$ cat src/rtl/mlp_ctrl_pkg.sv
// Shared types and widths for the MLP count sequencer and its helpers.
package mlp_ctrl_pkg;
  localparam int CW = 13;
  localparam int LW = 2;

  typedef enum logic [2:0] {
    IDLE     = 3'd0,
    CLR      = 3'd1,
    RUN      = 3'd2,
    SEG_WAIT = 3'd3,
    SEG_ADV  = 3'd4,
    LDONE    = 3'd5,
    DONE     = 3'd6
  } state_t;
endpackage

$ cat src/rtl/mlp_seg_bound.sv
// Saturating segment-boundary adder: y = a + b, forced to all-ones when the
// sum reaches lim or carries out, so a sub boundary never lands past the end.
module mlp_seg_bound
  import mlp_ctrl_pkg::*;
(
  input  logic [CW-1:0] a,
  input  logic [CW-1:0] b,
  input  logic [CW-1:0] lim,
  output logic [CW-1:0] y
);
  logic [CW:0] sum;

  always_comb begin
    sum = {1'b0, a} + {1'b0, b};
    y   = (sum[CW] || (sum[CW-1:0] >= lim)) ? '1 : sum[CW-1:0];
  end
endmodule

$ cat src/rtl/mlp_count_seq.sv
// Layer/segment sequencer driving rip_counter_13b. Optional stall counter is
// built when SEQ_STALL_CNT_EN is defined; otherwise stall_cyc is tied to 0.
module mlp_count_seq
  import mlp_ctrl_pkg::*;
(
  input  logic          clk,
  input  logic          rst,
  input  logic          start,
  input  logic [LW-1:0] num_layers,
  input  logic [CW-1:0] layer_len_i,
  input  logic [CW-1:0] seg_len_i,
  output logic [LW-1:0] layer_idx,
  output logic          cnt_rst_n,
  output logic          cnt_en,
  output logic [CW-1:0] cnt_end,
  output logic [CW-1:0] cnt_end_sub,
  input  logic          cnt_fin,
  input  logic          cnt_fin_sub,
  output logic          seg_valid,
  input  logic          seg_ready,
  output logic          seg_last,
  output logic [CW-1:0] seg_idx,
  output logic          layer_done,
  output logic          done,
  output logic          busy,
  output logic [15:0]   stall_cyc,
  output state_t        state_dbg
);
  state_t        state, state_n;
  logic [LW-1:0] num_layers_q;
  logic          seg_last_q;
  logic          fs_q;
  logic          fs_rise;
  logic [CW-1:0] bnd_a, bnd_b, bnd_lim, bnd_y;

  assign fs_rise    = cnt_fin_sub & ~fs_q;
  assign cnt_en     = (state == RUN) & ~cnt_fin & ~fs_rise;
  // Handshake: seg_valid rises in SEG_WAIT and holds, together with seg_idx
  // and seg_last, until a cycle with seg_ready high; that cycle is the transfer.
  assign seg_valid  = (state == SEG_WAIT);
  assign seg_last   = seg_last_q & seg_valid;
  assign layer_done = (state == LDONE);
  assign done       = (state == DONE);
  assign busy       = (state != IDLE);
  assign state_dbg  = state;

  // In CLR the limit is the new layer end, not the stale cnt_end register.
  assign bnd_a   = (state == CLR) ? (seg_len_i - CW'(1))   : cnt_end_sub;
  assign bnd_b   = (state == CLR) ? '0                     : seg_len_i;
  assign bnd_lim = (state == CLR) ? (layer_len_i - CW'(1)) : cnt_end;

  mlp_seg_bound u_bound (
    .a   (bnd_a),
    .b   (bnd_b),
    .lim (bnd_lim),
    .y   (bnd_y)
  );

  always_comb begin
    state_n = state;
    case (state)
      IDLE:     if (start) state_n = CLR;
      CLR:      state_n = (layer_len_i == '0) ? LDONE : RUN;
      RUN:      if (cnt_fin || fs_rise) state_n = SEG_WAIT;
      SEG_WAIT: if (seg_ready) state_n = seg_last_q ? LDONE : SEG_ADV;
      SEG_ADV:  state_n = RUN;
      LDONE:    state_n = (layer_idx == num_layers_q) ? DONE : CLR;
      DONE:     state_n = IDLE;
      default:  state_n = IDLE;
    endcase
  end

  always_ff @(posedge clk) begin
    if (!rst) begin
      state        <= IDLE;
      num_layers_q <= '0;
      layer_idx    <= '0;
      cnt_end      <= '0;
      cnt_end_sub  <= '0;
      seg_idx      <= '0;
      seg_last_q   <= 1'b0;
      fs_q         <= 1'b0;
      cnt_rst_n    <= 1'b0;
    end else begin
      state <= state_n;
      fs_q  <= cnt_fin_sub;
      case (state)
        IDLE: if (start) begin
          num_layers_q <= num_layers;
          layer_idx    <= '0;
        end
        CLR: begin
          cnt_end     <= layer_len_i - CW'(1);
          cnt_end_sub <= bnd_y;
          seg_idx     <= '0;
        end
        RUN: begin
          if (cnt_fin)      seg_last_q <= 1'b1;
          else if (fs_rise) seg_last_q <= 1'b0;
        end
        SEG_ADV: begin
          cnt_end_sub <= bnd_y;
          seg_idx     <= seg_idx + CW'(1);
        end
        LDONE: if (layer_idx != num_layers_q) layer_idx <= layer_idx + LW'(1);
        default: ;
      endcase
      // Counter reset is held through CLR and released only on entry to RUN;
      // after DONE it stays released so the counter is left frozen.
      if (state_n == CLR)                        cnt_rst_n <= 1'b0;
      else if (state == CLR && state_n == RUN)   cnt_rst_n <= 1'b1;
    end
  end

`ifdef SEQ_STALL_CNT_EN
  logic [15:0] stall_q;
  always_ff @(posedge clk) begin
    if (!rst)                                         stall_q <= '0;
    else if (state == IDLE && start)                  stall_q <= '0;
    else if (seg_valid && !seg_ready && stall_q != 16'hFFFF) stall_q <= stall_q + 16'd1;
  end
  assign stall_cyc = stall_q;
`else
  assign stall_cyc = '0;
`endif
endmodule

$ cat config.mk
export PLATFORM = sky130hd
export DESIGN_NAME = mlp_count_seq
export DESIGN_NICKNAME = d
export VERILOG_FILES = /design/src/rtl/mlp_ctrl_pkg.sv /design/src/rtl/mlp_seg_bound.sv /design/src/rtl/mlp_count_seq.sv
export SDC_FILE = /design/constraint.sdc
export NUM_CORES = 1
export LEC_CHECK = 0
export BUFFER_PORTS_ARGS = -buffer_cell sky130_fd_sc_hd__buf_2
export CORE_ASPECT_RATIO = 1.1
export CORE_UTILIZATION = 45
export DETAILED_ROUTE_END_ITERATION = 6
export PLACE_DENSITY_LB_ADDON = 0.12
export SYNTH_ARGS = -nofsm -noshare
export SYNTH_HDL_FRONTEND = slang
export SYNTH_SLANG_ARGS = --single-unit
$ cat constraint.sdc
create_clock -name clk -period 6.8 [get_ports clk]
set_clock_uncertainty 0.15 [all_clocks]
set_input_delay 0.68 -clock clk [delete_from_list [all_inputs] [get_ports clk]]
set_output_delay 0.68 -clock clk [all_outputs]
set_load 0.02 [all_outputs]
# == Word-level counts from Yosys, hierarchy flattened ==
# Index checks and enable logic that the tools add are counted.
# op_classes
add_sub_neg,5
n_lt_le_gt_ge,1
n_eq_ne,12
mux,17
bitwise_logic,8
reduce_logical,14
# ops
cell,n
$mux W13,4
$pmux W13 S2,1
$sub A13 B1 Y13 const B,2
$pmux W3 S6,1
$mux W3,5
$add A13 B13 Y14,1
$add A13 B1 Y13 const B,1
$ge A13 B13 Y1,1
$logic_not A13 Y1,1
$eq A3 B2 Y1 const B,3
$eq A3 B3 Y1 const B,3
$eq A3 B1 Y1 const B,2
$reduce_bool A2 Y1,3
$and A1 B1 Y1,4
$mux W2,2
$not A1 Y1,4
$pmux W2 S2,1
$reduce_and A2 Y1,2
$reduce_or A2 Y1,2
$logic_not A3 Y1,1
$mux W1,3
$reduce_and A3 Y1,1
$reduce_bool A3 Y1,1
$add A2 B1 Y2 const B,1
other kinds (6),7
# totals
register_bits,49
in_bits,34
output_inout_bits,67
wordCells,66

# == Longest topological paths before layout ==
# Gate-level depths: netlist of run 1.
# logic_depth
ltp_word,7
mapped_depth,21
depth_no_buf,18

# == By module ==
# A second synthesis of run 1 with hierarchy kept.
# hier_totals
cells_unflattened,528
hier_area_um2,3995.1
# by_module_without_submodules
mod,n_inst,cells_per_inst,area_each_um2,seq_area_each_um2
mlp_count_seq,1,376,2849.0,980.9
mlp_seg_bound,1,152,1146.1,0.0

# == Least setup slack after synthesis of run 1 ==
# OpenSTA, ideal clock, no wires.
# synth_timing
kind,register -> register
startpoint,"register state[1], in the netlist state_dbg[1]"
endpoint,register cnt_end_sub[0]
setup_time_ns,0.119
t_arrival_ns,4.643
required_time_ns,6.531
setup_slack_ns,1.888
path_stages_with_launch,21
n_path_buf,4
synth_period_minus_slack_ns,4.912
path_cell_list,dfxtp_1 buf_2 nor2_1 nand2_1 clkbuf_1 clkbuf_1 o21ai_0 ha_1 fa_1 a211o_1 a211o_1 a22o_1 a21oi_2 xnor2_1 ha_1 a211oi_1 o21ai_0 nor3_1 o211ai_1 clkbuf_8 o221a_2
# synth_via
elab_chain_len,6
elab_cells_between_ends,10
classes_between,1 x add/sub; 1 x order compare; 2 x eq/ne; 4 x mux; 2 x reduce/logical
# synth_lines
element,line_no,rtl
start: declaration,mlp_count_seq.sv:29,"state_t state, state_n;"
start signal: assignment,mlp_count_seq.sv:85,state <= state_n;
$eq A3 B1 Y1,-,
$mux W13 (on tied branches),"mlp_count_seq.sv:48, mlp_count_seq.sv:49",
$add A13 B13 Y14,mlp_seg_bound.sv:14,"sum = {1'b0, a} + {1'b0, b};"
$ge A13 B13 Y1,mlp_seg_bound.sv:15,y = (sum[CW] || (sum[CW-1:0] >= lim)) ? '1 : sum[CW-1:0];
$logic_or A1 B1 Y1,mlp_seg_bound.sv:15,
$mux W13,mlp_seg_bound.sv:15,
end signal: assignment,mlp_count_seq.sv:94,cnt_end_sub <= bnd_y;
end signal: assignment,mlp_count_seq.sv:102,cnt_end_sub <= bnd_y;
end: declaration,mlp_count_seq.sv:16,"output logic [CW-1:0] cnt_end_sub,"
# Several ways; a longest one is shown, not always the timed one.
# A chain may end at the register's enable or synchronous reset.

# == Worst setup path after layout of run 1 ==
# layout_timing
startpoint,"register state[2], in the netlist state_dbg[2]"
endpoint,register cnt_end_sub[3]
# Same word-level chain as after synthesis.

==> flow_summary.json, run 1 <==
{
  "status": "complete, no violations",
  "synthAdderAreaFrac_pct": 10.3,
  "drive_gt1_share_pct": 21.5,
  "postCtsSetupBuffers": 0,
  "worst_slew_pin_slew_ns": 1.02,
  "synth_ff_type": "dfxtp_1",
  "dp_hpwl_um": 6610,
  "cts_tree": "yes",
  "hold_viol": 0,
  "cp-end-kind": "flop",
  "setup_viol": 0,
  "grt_pass1_vias": 3070,
  "power_density_mw_per_mm2": 231,
  "start_util_pct": 46.8,
  "cts_root_buf": "clkbuf_8",
  "slew_headroom_pct": 31.7,
  "ys_ff_latch": 49,
  "pin_count": 101,
  "seq_area_um2": 981,
  "fill_cells": 818,
  "yosysUniqueCellTypes": 59,
  "final_nets": 597,
  "crit_fanout": 23,
  "multi_input_area_mm2": 0.00251,
  "synth-xor-area-share_pct": 7.29,
  "drc": 0,
  "htree_num_levels": 2,
  "numCtsBuffers": 5,
  "power_frac_clock_pct": 17.6,
  "fp.coreArea_mm2": 0.00796,
  "diodes": 0,
  "avgSynthCellArea_um2": 8.07,
  "synthMuxAreaShare_pct": 1.61,
  "drt-initial-drc-count": 142,
  "setup_tns_ns": 0,
  "first_pass_iters": 4,
  "layout_worst_path_cycle_share_pct": 77.2,
  "min_period_ns": 5.25,
  "drv_cap": 0,
  "max_freq_mhz": 191,
  "dieWidth_um": 88.8,
  "synth_top_area_share_pct": 26.3,
  "synth-compound-area-share_pct": 22.8,
  "p_comb_share_pct": 47.4,
  "clkSinkCount": 49,
  "yosysWarnings": 0,
  "cts.path.max_buffers": 2,
  "synthTopCellsByArea": "dfxtp_1 26%, ha_1 9.7%, o21ai_0 5.1%, xnor2_1 4.7%, nand2_1 3.9%",
  "slew_violations": 0,
  "grt-ovfl-total": 0,
  "die_y_um": 97.4,
  "routed_via_density": 5.39,
  "syn-cell-area_mm2": 0.00373,
  "crit_arrival_ns": 5.30,
  "synth_edf_count": 0,
  "vias": 3463,
  "synth_top_cell_by_area": "dfxtp_1",
  "antenna_found_initial": 0,
  "grtUsageTotal_pct": 20.3,
  "required_ns": 6.85,
  "layout_common_cells": "84 x buf_2, 49 x dfxtp_1, 39 x nand2_1, 38 x o21ai_0, 36 x nor2_1",
  "cp-start-kind": "flop",
  "clk_pin_slew_ns": 0.09,
  "fin_util_pct": 52.8,
  "syn2layout_area_growth_pct": 12.6,
  "gp_congestion": 0.878,
  "p_switching_mw": 0.402,
  "final_common_cell": "buf_2",
  "synth-seq-area-share_pct": 26.3,
  "port_buffers": 84,
  "hold_buffers": 0,
  "cts_resized": 0,
  "die-area_mm2": 0.00865,
  "power_leakage_nw": 1.85,
  "wl_per_cell_um": 13.4,
  "p_sw_share_pct": 41.4,
  "pwr-share-seq_pct": 35.0,
  "synthSimpleGateAreaFrac_pct": 23.9,
  "clock_latency_ns": 0.30,
  "rows": 34,
  "rsz0062_at_grt": "no",
  "grt_pass1_wl_um": 13900,
  "worstSetupPathType": "flop to flop",
  "synth_top_family_by_area": "simple AND/OR/NAND/NOR gates",
  "drt-total-wl_um": 8580,
  "ant_nets": 0,
  "syn_inst": 462,
  "vdd_ir_drop_max_mv": 0.117,
  "p_int_mw": 0.569,
  "async_reset_ff_share_pct": 0,
  "grt_max_degree": 50,
  "hold_path.class": "flop to flop"
}
## cells in the mapped netlist (2+ instances only)
cell,count
dfxtp_1,49
nand2_1,39
o21ai_0,38
nor2_1,36
ha_1,29
a21oi_1,27
and2_1,23
xnor2_1,20
nor2b_1,17
buf_4,16
clkbuf_1,13
inv_1,12
o221a_2,12
xor2_1,11
nand4_1,9
nor3_1,8
a211oi_1,7
a21boi_0,6
mux2i_1,6
nand2b_1,6
nand3_1,6
o21a_1,5
a21o_1,4
nor4_1,4
o211ai_1,4
or3_1,4
or4_1,4
a211o_1,3
and3_1,3
clkbuf_8,3
o22ai_1,3
a21o_2,2
a22oi_1,2
a31oi_1,2
buf_1,2
nor3_2,2
nor3b_1,2
or3_4,2
## stage by stage
step | area [um^2] | setup WS, ns | instances | total power [mW] | hold slack (ns)
finish | 4200 | 1.55 | 642 | 0.971 | 0.376
global route | 4200 | 1.11 | 642 | 1.06 | 0.414
CTS | 4200 | 1.54 | 642 | 0.980 | 0.386
detailed placement | 4110 | 1.57 | 634 | 0.807 | 0.373
global placement | 4110 | 1.68 | 634 | 0.804 | 0.347
floorplan | 3780 | 1.89 | 477 | 0.701 | 0.346
## sequential cells by signal, summed over array words and instances, names as in the netlist
name,flops
seg_idx,13
cnt_rst_n,1
seg_last_q,1
fs_q,1
state_dbg,3
cnt_end,13
layer_idx,2
cnt_end_sub,13
num_layers_q,2
## worst max-delay path: stages (launching register included)
cell and delay, ns:
dfxtp_1 0.77, nor2_1 0.15, nand2_1 0.20, buf_4 0.27, o21ai_0 0.11, ha_1 0.25, fa_1 0.43, a211o_1 0.37
a211o_1 0.30, a22o_1 0.20, a21oi_2 0.14, xnor2_1 0.17, ha_1 0.28, a211oi_1 0.21, o21ai_0 0.12, nor3_1 0.23
o211ai_1 0.41, o221a_2 0.40
## final cells by class
class / instances / share of cell area (%)
tap: 108 / 3.22
sequential: 49 / 23.4
multi-input combinational: 379 / 59.9
inverter: 12 / 1.07
timing repair buffer: 86 / 10.4
clock inverter: 3 / 0.417
clock buffer: 5 / 1.64
## logic make-up after synthesis
logic type               after synthesis
AO/OA/AOI/OAI                        127
XOR/XNOR                              31
adder cells (fa/ha/maj)               30
buffers and inverters                 49
flip-flops                            49
multiplexers                           6
other                                  1
AND/OR/NAND/NOR                      169
## per-layer routing
metal / part of all wire (%) / vias up / wire length (um) / global-route usage, %
met5: 0 / - / 0 / 0
met4: 2.1 / 0 / 177 / 6.82
met3: 3.0 / 14 / 256 / 2.89
met2: 50 / 73 / 4250 / 34.1
met1: 45 / 1610 / 3900 / 26.1
li1: - / 1766 / - / -
## power by group through the flow
stage	Combinational [mW]	Sequential (mW)	Clock (mW)
floorplan	0.338	0.362	0
global placement	0.458	0.345	0
detailed placement	0.461	0.345	0
CTS	0.464	0.339	0.177
global route	0.521	0.344	0.190
finish	0.461	0.340	0.171
## worst paths after layout
check / depth (start not counted) / endpoint / slack (ns) / startpoint
setup reg to reg: 17 / cnt_end_sub[3] / 1.55 / state_dbg[2]
setup / recovery: 17 / cnt_end_sub[3] / 1.55 / state_dbg[2]
hold / removal: 2 / seg_idx[12] / 0.38 / seg_idx[12]
hold reg to reg: 2 / seg_idx[12] / 0.38 / seg_idx[12]
No activity file was read; power rests on OpenSTA's default activity.
==> run 2: changes to the inputs <==
Clock period 6.8 ns to 5.08 ns, I/O delays scaled along.
==> run 2 against run 1 <==
Worst hold slack lost 0.11 ns. Setup slack lost 0.93 ns. Critical path depth grew 1. First-iteration DRC count grew 32%. Register-to-register slack lost 0.93 ns. Sequential cell count is the same. Total power grew 42%.
==> flow_summary.json, run 2 (synthesis results as in run 1) <==
{
  "setup_viol": 0,
  "cts_tree": "yes",
  "htree_num_levels": 2,
  "slew_headroom_pct": 38.3,
  "first_pass_iters": 4,
  "power_density_mw_per_mm2": 322,
  "cp-end-kind": "flop",
  "drt-initial-drc-count": 187,
  "reg_top3": "cnt_end (13), cnt_end_sub (13), seg_idx (13)",
  "diodes": 0,
  "fill_cells": 810,
  "holdWs_ns": 0.268,
  "crit_arrival_ns": 4.51,
  "max_freq_mhz": 224,
  "pre_cts_ws_ns": 0.102,
  "clk_pin_slew_ns": 0.09,
  "drive_gt1_share_pct": 22.6,
  "ant_nets": 0,
  "antenna_found_initial": 0,
  "fp.coreArea_mm2": 0.00796,
  "postCtsSetupBuffers": 0,
  "hold_path.class": "input pin to flop",
  "grt_pass1_vias": 3197,
  "grtUsageTotal_pct": 21.1,
  "die-area_mm2": 0.00865,
  "finalNonFillerCells": 649,
  "vdd_ir_drop_max_mv": 0.161,
  "drc": 0,
  "slowest_delay_ns": 0.44,
  "rows": 34,
  "status": "complete, no violations",
  "wl_per_cell_um": 13.6,
  "drt-total-wl_um": 8820,
  "slew_violations": 0,
  "hold_buffers": 0,
  "hold_viol": 0,
  "required_ns": 5.14,
  "gp_congestion": 0.811,
  "layout_worst_path_cycle_share_pct": 87.7,
  "clock_latency_ns": 0.31,
  "cts_root_buf": "clkbuf_8",
  "setup_slack_ns": 0.625,
  "fin_util_pct": 53.8,
  "cts_resized": 0,
  "min_period_ns": 4.46,
  "worstSetupPathType": "flop to flop",
  "port_buffers": 84,
  "power_leakage_nw": 1.90,
  "cts.path.max_buffers": 2,
  "dp_hpwl_um": 6770,
  "rsz0062_at_grt": "no",
  "drv_cap": 0,
  "dieWidth_um": 88.8,
  "numCtsBuffers": 5,
  "finalPower_mw": 1.38,
  "grt_max_degree": 50,
  "grt_pass1_wl_um": 14600,
  "place_inst": 640,
  "clkSinkCount": 49,
  "die_y_um": 97.4,
  "final_nets": 604,
  "pin_count": 101,
  "grt-ovfl-total": 0,
  "postLayoutCellArea_mm2": 0.00428,
  "critPathSlowestCell": "fa_1",
  "layout_common_cells": "84 x buf_2, 49 x dfxtp_1, 39 x nand2_1, 38 x o21ai_0, 36 x nor2_1",
  "vias": 3459,
  "rrSetupSlack_ns": 0.62,
  "start_util_pct": 46.8,
  "setup_tns_ns": 0,
  "place_area_mm2": 0.00416,
  "crit_fanout": 13,
  "routed_via_density": 5.33,
  "worst_slew_pin_slew_ns": 0.921,
  "cp-start-kind": "flop",
  "worstPathCellList": "nor2_1, nand2_1, nand2_1, o21ai_0, ha_1, fa_1, a211o_1, a211o_1, a22o_1, a21oi_2, xnor2_1, ha_1, a211oi_1, o21ai_0, nor3_1, o211ai_1, buf_4, o221a_2",
  "final_common_cell": "buf_2",
  "syn2layout_area_growth_pct": 14.8
}
[run 2: cell count changes in the layout (fill, tap and decap cells not counted), sizes merged]
cell	delta
buf	+7
bufinv	+1
clkinv	-1
[run 2: where the power goes]
group	switching, mW	internal [mW]
clock network	0.138	0.147
registers	0.0264	0.418
logic	0.385	0.260
total	0.550	0.826
[run 2: final timing paths]
kind	startpoint	to	depth (start not counted)
worst max-delay path	state_dbg[1]	cnt_end_sub[2]	18
worst min-delay path	cnt_fin_sub	fs_q	2
worst max register to register	state_dbg[1]	cnt_end_sub[2]	18
worst min register to register	seg_idx[12]	seg_idx[12]	2
[run 2: cell type report]
cell class / count / area [um^2] / area share, %
clock inverters: 3 / 46.3 / 1.08
well taps: 108 / 135 / 3.16
clock buffers: 5 / 68.8 / 1.61
repair buffers: 93 / 488 / 11.4
flip-flops and latches: 49 / 981 / 22.9
multi-input cells: 379 / 2510 / 58.8
inverters: 12 / 45.0 / 1.05
[run 2: worst max-delay path, delay by kind of cell (launching register included)]
family	cells	cell delay, ns
xor gates and xnor gates	1	0.17
AOI/OAI and AO/OA	9	1.79
DFF	1	0.32
and+or+nand+nor	4	0.72
adders and majority gates	3	0.99
buffers and inverters	1	0.20
[run 2: routing by layer]
metal	vias up	track usage, %	routed length [um]
li1	1785	-	-
met1	1594	26.6	4070
met2	72	36.5	4370
met3	8	3.14	286
met4	0	5.96	91
met5	-	0	0
